[src/rtl/vga_pkg.sv]
// Shared VGA types: timing widths and the screen selector enum.
package vga_pkg;
  localparam int HC_W  = 11;
  localparam int VC_W  = 11;
  localparam int RGB_W = 12;

  typedef enum logic [1:0] {
    MENU   = 2'd0,
    GAME   = 2'd1,
    P1_WON = 2'd2,
    P2_WON = 2'd3
  } screen_t;
endpackage

[src/rtl/vga_if.sv]
// One VGA pixel stream: timing counters, syncs, blanks and colour.
interface vga_if;
  import vga_pkg::*;
  logic [VC_W-1:0]  vcount;
  logic [HC_W-1:0]  hcount;
  logic             vsync;
  logic             hsync;
  logic             vblnk;
  logic             hblnk;
  logic [RGB_W-1:0] rgb;

  modport in  (input  vcount, hcount, vsync, hsync, vblnk, hblnk, rgb);
  modport out (output vcount, hcount, vsync, hsync, vblnk, hblnk, rgb);
endinterface

[src/rtl/screen_sequencer.sv]
// Game-screen sequencer: latches game events, switches the displayed source
// only on the vblank rising edge, auto-returns from win screens to the menu.
module screen_sequencer
  import vga_pkg::*;
#(
  parameter int HOLD_FRAMES = 300,
  parameter int CNT_W       = 10
) (
  input  logic       clk,
  input  logic       rst,
  vga_if.in          menu_in,
  vga_if.in          game_in,
  vga_if.in          p1_in,
  vga_if.in          p2_in,
  input  logic       start,
  input  logic       p1_win,
  input  logic       p2_win,
  input  logic       restart,
  vga_if.out         seq_out,
  output logic [1:0] screen
);

  screen_t          state, state_nxt;
  screen_t          pend, req;
  logic             pend_v, req_v;
  logic             vblnk_q;
  logic [CNT_W-1:0] cnt;
  logic             fb, is_win, hold_done;

  assign fb        = game_in.vblnk & ~vblnk_q;
  assign is_win    = (state == P1_WON) || (state == P2_WON);
  assign hold_done = (cnt == CNT_W'(HOLD_FRAMES - 1));
  assign screen    = state;

  // Previous vblank, used to find the frame boundary.
  always_ff @(posedge clk) begin
    if (rst) vblnk_q <= 1'b0;
    else     vblnk_q <= game_in.vblnk;
  end

  // State register.
  always_ff @(posedge clk) begin
    if (rst) state <= MENU;
    else     state <= state_nxt;
  end

  // Next state: only a frame boundary can move the FSM.
  always_comb begin
    state_nxt = state;
    if (fb) begin
      if (pend_v)                 state_nxt = pend;
      else if (is_win && hold_done) state_nxt = MENU;
    end
  end

  // Legal request for the state in force after this cycle; judging against
  // state_nxt keeps an event on the boundary cycle meaningful next frame.
  always_comb begin
    req_v = 1'b0;
    req   = MENU;
    case (state_nxt)
      MENU: if (start) begin req_v = 1'b1; req = GAME; end
      GAME: begin
        if (p1_win)      begin req_v = 1'b1; req = P1_WON; end
        else if (p2_win) begin req_v = 1'b1; req = P2_WON; end
      end
      default: if (restart) begin req_v = 1'b1; req = MENU; end
    endcase
  end

  // Pending latch: first event in a frame wins; cleared and reloaded on fb.
  always_ff @(posedge clk) begin
    if (rst) begin
      pend_v <= 1'b0;
      pend   <= MENU;
    end else if (fb || !pend_v) begin
      pend_v <= req_v;
      pend   <= req;
    end
  end

  // Win-screen hold counter, counts boundaries; parked at 0 elsewhere.
  always_ff @(posedge clk) begin
    if (rst || !is_win || (fb && (pend_v || hold_done))) cnt <= '0;
    else if (fb)                                         cnt <= cnt + 1'b1;
  end

  // Output register: timing from the game stream, rgb from the current state.
  always_ff @(posedge clk) begin
    if (rst) begin
      seq_out.vcount <= '0;
      seq_out.hcount <= '0;
      seq_out.vsync  <= 1'b0;
      seq_out.hsync  <= 1'b0;
      seq_out.vblnk  <= 1'b0;
      seq_out.hblnk  <= 1'b0;
      seq_out.rgb    <= '0;
    end else begin
      seq_out.vcount <= game_in.vcount;
      seq_out.hcount <= game_in.hcount;
      seq_out.vsync  <= game_in.vsync;
      seq_out.hsync  <= game_in.hsync;
      seq_out.vblnk  <= game_in.vblnk;
      seq_out.hblnk  <= game_in.hblnk;
      case (state)
        MENU:    seq_out.rgb <= menu_in.rgb;
        GAME:    seq_out.rgb <= game_in.rgb;
        P1_WON:  seq_out.rgb <= p1_in.rgb;
        default: seq_out.rgb <= p2_in.rgb;
      endcase
    end
  end

endmodule

[src/flat_wrapper.sv]
// flat-port wrapper written by rule: the top's interface ports become plain ports
module screen_sequencer_flat import vga_pkg::*;
#(
  parameter int HOLD_FRAMES = 300,
  parameter int CNT_W       = 10
)
  (clk, rst, start, p1_win, p2_win, restart, screen, menu_in_vcount, menu_in_hcount, menu_in_vsync, menu_in_hsync, menu_in_vblnk, menu_in_hblnk, menu_in_rgb, game_in_vcount, game_in_hcount, game_in_vsync, game_in_hsync, game_in_vblnk, game_in_hblnk, game_in_rgb, p1_in_vcount, p1_in_hcount, p1_in_vsync, p1_in_hsync, p1_in_vblnk, p1_in_hblnk, p1_in_rgb, p2_in_vcount, p2_in_hcount, p2_in_vsync, p2_in_hsync, p2_in_vblnk, p2_in_hblnk, p2_in_rgb, seq_out_vcount, seq_out_hcount, seq_out_vsync, seq_out_hsync, seq_out_vblnk, seq_out_hblnk, seq_out_rgb);
  vga_if menu_in_i ();
  vga_if game_in_i ();
  vga_if p1_in_i ();
  vga_if p2_in_i ();
  vga_if seq_out_i ();
  input  logic clk;
  input  logic rst;
  input  logic start;
  input  logic p1_win;
  input  logic p2_win;
  input  logic restart;
  output logic [1:0] screen;
  input wire logic [$bits(menu_in_i.vcount)-1:0] menu_in_vcount;
  input wire logic [$bits(menu_in_i.hcount)-1:0] menu_in_hcount;
  input wire logic [$bits(menu_in_i.vsync)-1:0] menu_in_vsync;
  input wire logic [$bits(menu_in_i.hsync)-1:0] menu_in_hsync;
  input wire logic [$bits(menu_in_i.vblnk)-1:0] menu_in_vblnk;
  input wire logic [$bits(menu_in_i.hblnk)-1:0] menu_in_hblnk;
  input wire logic [$bits(menu_in_i.rgb)-1:0] menu_in_rgb;
  input wire logic [$bits(game_in_i.vcount)-1:0] game_in_vcount;
  input wire logic [$bits(game_in_i.hcount)-1:0] game_in_hcount;
  input wire logic [$bits(game_in_i.vsync)-1:0] game_in_vsync;
  input wire logic [$bits(game_in_i.hsync)-1:0] game_in_hsync;
  input wire logic [$bits(game_in_i.vblnk)-1:0] game_in_vblnk;
  input wire logic [$bits(game_in_i.hblnk)-1:0] game_in_hblnk;
  input wire logic [$bits(game_in_i.rgb)-1:0] game_in_rgb;
  input wire logic [$bits(p1_in_i.vcount)-1:0] p1_in_vcount;
  input wire logic [$bits(p1_in_i.hcount)-1:0] p1_in_hcount;
  input wire logic [$bits(p1_in_i.vsync)-1:0] p1_in_vsync;
  input wire logic [$bits(p1_in_i.hsync)-1:0] p1_in_hsync;
  input wire logic [$bits(p1_in_i.vblnk)-1:0] p1_in_vblnk;
  input wire logic [$bits(p1_in_i.hblnk)-1:0] p1_in_hblnk;
  input wire logic [$bits(p1_in_i.rgb)-1:0] p1_in_rgb;
  input wire logic [$bits(p2_in_i.vcount)-1:0] p2_in_vcount;
  input wire logic [$bits(p2_in_i.hcount)-1:0] p2_in_hcount;
  input wire logic [$bits(p2_in_i.vsync)-1:0] p2_in_vsync;
  input wire logic [$bits(p2_in_i.hsync)-1:0] p2_in_hsync;
  input wire logic [$bits(p2_in_i.vblnk)-1:0] p2_in_vblnk;
  input wire logic [$bits(p2_in_i.hblnk)-1:0] p2_in_hblnk;
  input wire logic [$bits(p2_in_i.rgb)-1:0] p2_in_rgb;
  output wire logic [$bits(seq_out_i.vcount)-1:0] seq_out_vcount;
  output wire logic [$bits(seq_out_i.hcount)-1:0] seq_out_hcount;
  output wire logic [$bits(seq_out_i.vsync)-1:0] seq_out_vsync;
  output wire logic [$bits(seq_out_i.hsync)-1:0] seq_out_hsync;
  output wire logic [$bits(seq_out_i.vblnk)-1:0] seq_out_vblnk;
  output wire logic [$bits(seq_out_i.hblnk)-1:0] seq_out_hblnk;
  output wire logic [$bits(seq_out_i.rgb)-1:0] seq_out_rgb;
  assign menu_in_i.vcount = menu_in_vcount;
  assign menu_in_i.hcount = menu_in_hcount;
  assign menu_in_i.vsync = menu_in_vsync;
  assign menu_in_i.hsync = menu_in_hsync;
  assign menu_in_i.vblnk = menu_in_vblnk;
  assign menu_in_i.hblnk = menu_in_hblnk;
  assign menu_in_i.rgb = menu_in_rgb;
  assign game_in_i.vcount = game_in_vcount;
  assign game_in_i.hcount = game_in_hcount;
  assign game_in_i.vsync = game_in_vsync;
  assign game_in_i.hsync = game_in_hsync;
  assign game_in_i.vblnk = game_in_vblnk;
  assign game_in_i.hblnk = game_in_hblnk;
  assign game_in_i.rgb = game_in_rgb;
  assign p1_in_i.vcount = p1_in_vcount;
  assign p1_in_i.hcount = p1_in_hcount;
  assign p1_in_i.vsync = p1_in_vsync;
  assign p1_in_i.hsync = p1_in_hsync;
  assign p1_in_i.vblnk = p1_in_vblnk;
  assign p1_in_i.hblnk = p1_in_hblnk;
  assign p1_in_i.rgb = p1_in_rgb;
  assign p2_in_i.vcount = p2_in_vcount;
  assign p2_in_i.hcount = p2_in_hcount;
  assign p2_in_i.vsync = p2_in_vsync;
  assign p2_in_i.hsync = p2_in_hsync;
  assign p2_in_i.vblnk = p2_in_vblnk;
  assign p2_in_i.hblnk = p2_in_hblnk;
  assign p2_in_i.rgb = p2_in_rgb;
  assign seq_out_vcount = seq_out_i.vcount;
  assign seq_out_hcount = seq_out_i.hcount;
  assign seq_out_vsync = seq_out_i.vsync;
  assign seq_out_hsync = seq_out_i.hsync;
  assign seq_out_vblnk = seq_out_i.vblnk;
  assign seq_out_hblnk = seq_out_i.hblnk;
  assign seq_out_rgb = seq_out_i.rgb;
  screen_sequencer #(.HOLD_FRAMES(HOLD_FRAMES), .CNT_W(CNT_W)) u_core (.clk(clk), .rst(rst), .menu_in(menu_in_i), .game_in(game_in_i), .p1_in(p1_in_i), .p2_in(p2_in_i), .start(start), .p1_win(p1_win), .p2_win(p2_win), .restart(restart), .seq_out(seq_out_i), .screen(screen));
endmodule
[config.mk]
export PLATFORM = sky130hd
export DESIGN_NAME = screen_sequencer_flat
export DESIGN_NICKNAME = d
export VERILOG_FILES = /design/src/rtl/vga_pkg.sv /design/src/rtl/vga_if.sv /design/src/rtl/screen_sequencer.sv /design/src/flat_wrapper.sv
export SDC_FILE = /design/constraint.sdc
export NUM_CORES = 1
export LEC_CHECK = 0
export ABC_AREA = 1
export CAP_MARGIN = 10
export CORE_ASPECT_RATIO = 1.2
export CORE_UTILIZATION = 28
export DETAILED_ROUTE_END_ITERATION = 6
export PLACE_DENSITY = 0.78
export SLEW_MARGIN = 30
export SYNTH_ARGS = -nofsm -noshare
export SYNTH_HDL_FRONTEND = slang
export SYNTH_SLANG_ARGS = --single-unit
[constraint.sdc]
create_clock -name clk -period 1.28 [get_ports clk]
set_clock_uncertainty 0.1 [all_clocks]
set_input_delay 0.384 -clock clk [delete_from_list [all_inputs] [get_ports clk]]
set_output_delay 0.384 -clock clk [all_outputs]
set_load 0.005 [all_outputs]
==> impl_metrics.env <==
export IMPL_first_iter_violations=65
export IMPL_dieArea_sq_um=7970
export IMPL_cp_start_kind="flip-flop"
export IMPL_p_leak_nw=1.89
export IMPL_drv_cap=0
export IMPL_cts_tree="built"
export IMPL_initial_core_util=0.292
export IMPL_yosysUniqueCellTypes=27
export IMPL_globalplace_congestion=0.813
export IMPL_clock_fmax_mhz=706
export IMPL_area_delta_synth_final_pct=86.4
export IMPL_die_w_um=81.7
export IMPL_fp_coreArea_sq_um=7320
export IMPL_hold_violations=0
export IMPL_grt_max_degree=26
export IMPL_synthCells=281
export IMPL_fillCellCount=683
export IMPL_r2r_cells=11
export IMPL_hpwl_um=4640
export IMPL_min_period_over_period=1.11
export IMPL_slew_viol_final=0
export IMPL_rrSetupSlack_ns=-0.14
export IMPL_fin_crit_ns=1.42
export IMPL_holdPathStages=3
export IMPL_setup_viol=28
export IMPL_status="finished with violations"
export IMPL_vias=2337
export IMPL_layout_drive_gt1_share=0.361
export IMPL_seq_area_sq_um=1080
export IMPL_die_h_um=97.6
export IMPL_end_kind="flip-flop"
export IMPL_power_density_nw_per_um2=974
export IMPL_crit_required_ns=1.39
export IMPL_nNetsFinal=598
export IMPL_synth_fp_nets=440
export IMPL_synth_avg_cell_area_sq_um=7.59
export IMPL_path_class="flip-flop to flip-flop"
export IMPL_ctsHoldBuffers=0
export IMPL_ys_ff_latch=53
export IMPL_stdcell_count=530
export IMPL_max_vdd_ir_drop_v=0.000597
export IMPL_syn_area_sq_um=2130
export IMPL_antenna_found_initial=0
export IMPL_overflow=0
export IMPL_setup_ws_ns=-0.136
export IMPL_clk_latency_ns=0.31
export IMPL_num_io_pins=198
export IMPL_holdPathEnd="u_core.vblnk_q"
export IMPL_yosys_warnings=0
export IMPL_num_antenna_cells=0
export IMPL_r2r_start="u_core.cnt[0]"
export IMPL_dpl_cell_count=505
export IMPL_yosysSeqAreaShare=0.497
export IMPL_via_per_inst=4.41
export IMPL_grt_pass1_wl_um=9690
export IMPL_clk_pin_slew_worst_paths_ns=0.11
export IMPL_io_buffers=119
export IMPL_violations="setup timing"
export IMPL_ant_nets=0
export IMPL_cts_sinks=53
export IMPL_drc=0
export IMPL_grt_setup_unrepaired="true"
export IMPL_drt_first_pass_iters=4
export IMPL_multiInputGateArea_sq_um=1000
export IMPL_worstPathArrival_ns=1.53
export IMPL_cts_root_buf="clkbuf_8"
export IMPL_reg2reg_to="u_core.pend_v"
export IMPL_min_from="game_in_vblnk"
export IMPL_rows=34
export IMPL_wire_per_inst_um=12.1
export IMPL_hold_slack_ns=0.361
export IMPL_wirelength_um=6400
export IMPL_worst_slew_margin_rel=0.819
export IMPL_grt_total_usage=0.156
export IMPL_hp_class="input pin to flip-flop"
export IMPL_numCtsBuffers=5
export IMPL_clk_path_buf_depth=2
export IMPL_worst_slew_pin_slew_ns=0.271
export IMPL_crit_fanout=3
export IMPL_htree_levels=2
export IMPL_grt_pass1_vias=2258
-- per-layer routing --
metal  track usage  wire length [um]  vias up
li1              -                 -     1181
met1         0.167              2420     1056
met2         0.282              3330       94
met3        0.0469               575        6
met4        0.0513                82        0
met5             0                 0        -
-- state kept, by name, indices dropped and copies added, names as in the netlist --
name / cells
u_core.pend_v: 1
u_core.screen: 2
u_core.vblnk_q: 1
u_core.seq_out.hsync: 1
u_core.cnt: 10
u_core.seq_out.hcount: 11
u_core.seq_out.vcount: 11
u_core.seq_out.hblnk: 1
u_core.pend: 2
u_core.seq_out.vsync: 1
u_core.seq_out.rgb: 12
-- cells in the mapped netlist, drive strengths merged --
master / count / area (sq um)
a211oi: 1 / 7.51
a21oi: 6 / 33.8
buf: 3 / 13.8
clkbuf: 7 / 26.3
clkinv: 1 / 5.00
dfxtp: 53 / 1060
ha: 1 / 12.5
inv: 54 / 203
nand2: 41 / 171
nand3: 29 / 165
nor2: 46 / 183
nor3: 4 / 31.3
nor3b: 1 / 7.51
o211ai: 12 / 90.1
o21ai: 18 / 90.1
or2: 1 / 6.26
xnor2: 1 / 8.76
xor2: 2 / 17.5
-- stage by stage --
step / setup TNS [ns] / total power, mW / cell area [sq um] / utilization / setup slack [ns]
after global routing: -4.19 / 4.06 / 3980 / 0.543 / -0.244
after global placement: -18.01 / 2.58 / 3620 / 0.495 / -0.597
after floorplan: -0.0165 / 2.09 / 2160 / - / -0.0165
after CTS: -1.45 / 3.82 / 3780 / 0.517 / -0.138
after detailed placement: -18.85 / 2.60 / 3620 / 0.495 / -0.647
final: -1.73 / 3.87 / 3980 / 0.543 / -0.136
-- where the power goes --
part / internal [mW] / switching [mW] / leakage (nW)
logic: 0.532 / 0.364 / 1.39
clock network: 0.600 / 0.593 / 0.0603
registers: 1.75 / 0.0337 / 0.443
-- cell usage in the layout, fill, tap and decap left out, drive strengths merged --
cell type and count:
clkinv 2, nor2 46, nand2 41, dfxtp 53
o21ai 18, xnor2 1, nor3 4, nor3b 1
clkdlybuf4s50 77, clkinvlp 1, xor2 2, inv 54
a21oi 6, bufinv 1, or2 1, dlygate4sd2 2
clkbuf 7, buf 80, o211ai 12, ha 1
a211oi 1, nand3 29
-- how the worst max path moves through the flow --
stage               endpoint              from
2_1_floorplan  u_core.pend_v     u_core.cnt[1]
3_3_place_gp   u_core.pend_v     game_in_vblnk
3_5_place_dp   u_core.pend_v     game_in_vblnk
4_1_cts        u_core.pend_v  u_core.screen[1]
5_1_grt        u_core.pend_v     u_core.cnt[1]
6_report       u_core.pend_v     u_core.cnt[0]
-- cell families after synthesis --
logic type / count (synthesis) / synth area share
AOI/OAI and AO/OA: 37 / 0.104
xor gates and xnor gates: 3 / 0.0123
adders and majority gates: 1 / 0.00586
buffers and inverters: 65 / 0.116
DFF: 53 / 0.497
and+or+nand+nor: 122 / 0.265
-- cell type report --
class | instances | share of cell area
multi-input combinational | 163 | 0.252
clock buffer | 5 | 0.0173
inverter | 55 | 0.0551
clock inverter | 3 | 0.0126
tap | 90 | 0.0283
sequential | 53 | 0.272
timing repair buffer | 161 | 0.362
-- critical path, cell delays in order, from the launching register on --
cell	delay, ns
dfxtp_2	0.35
ha_4	0.15
inv_2	0.07
nor2_4	0.04
nand3_2	0.08
nand3_2	0.09
nand2_2	0.11
inv_2	0.05
nand3_2	0.07
nand2_1	0.05
nor2_1	0.10
nor2_1	0.05
-- what timing repair did --
item / in CTS / in global routing
gates resized for setup: 207 / 33
setup endpoints to repair: 67 / 33
gates cloned: 2 / 1
pin swaps: 14 / 9
buffers inserted: 9 / 5
Power figures use the tool's default switching activity.
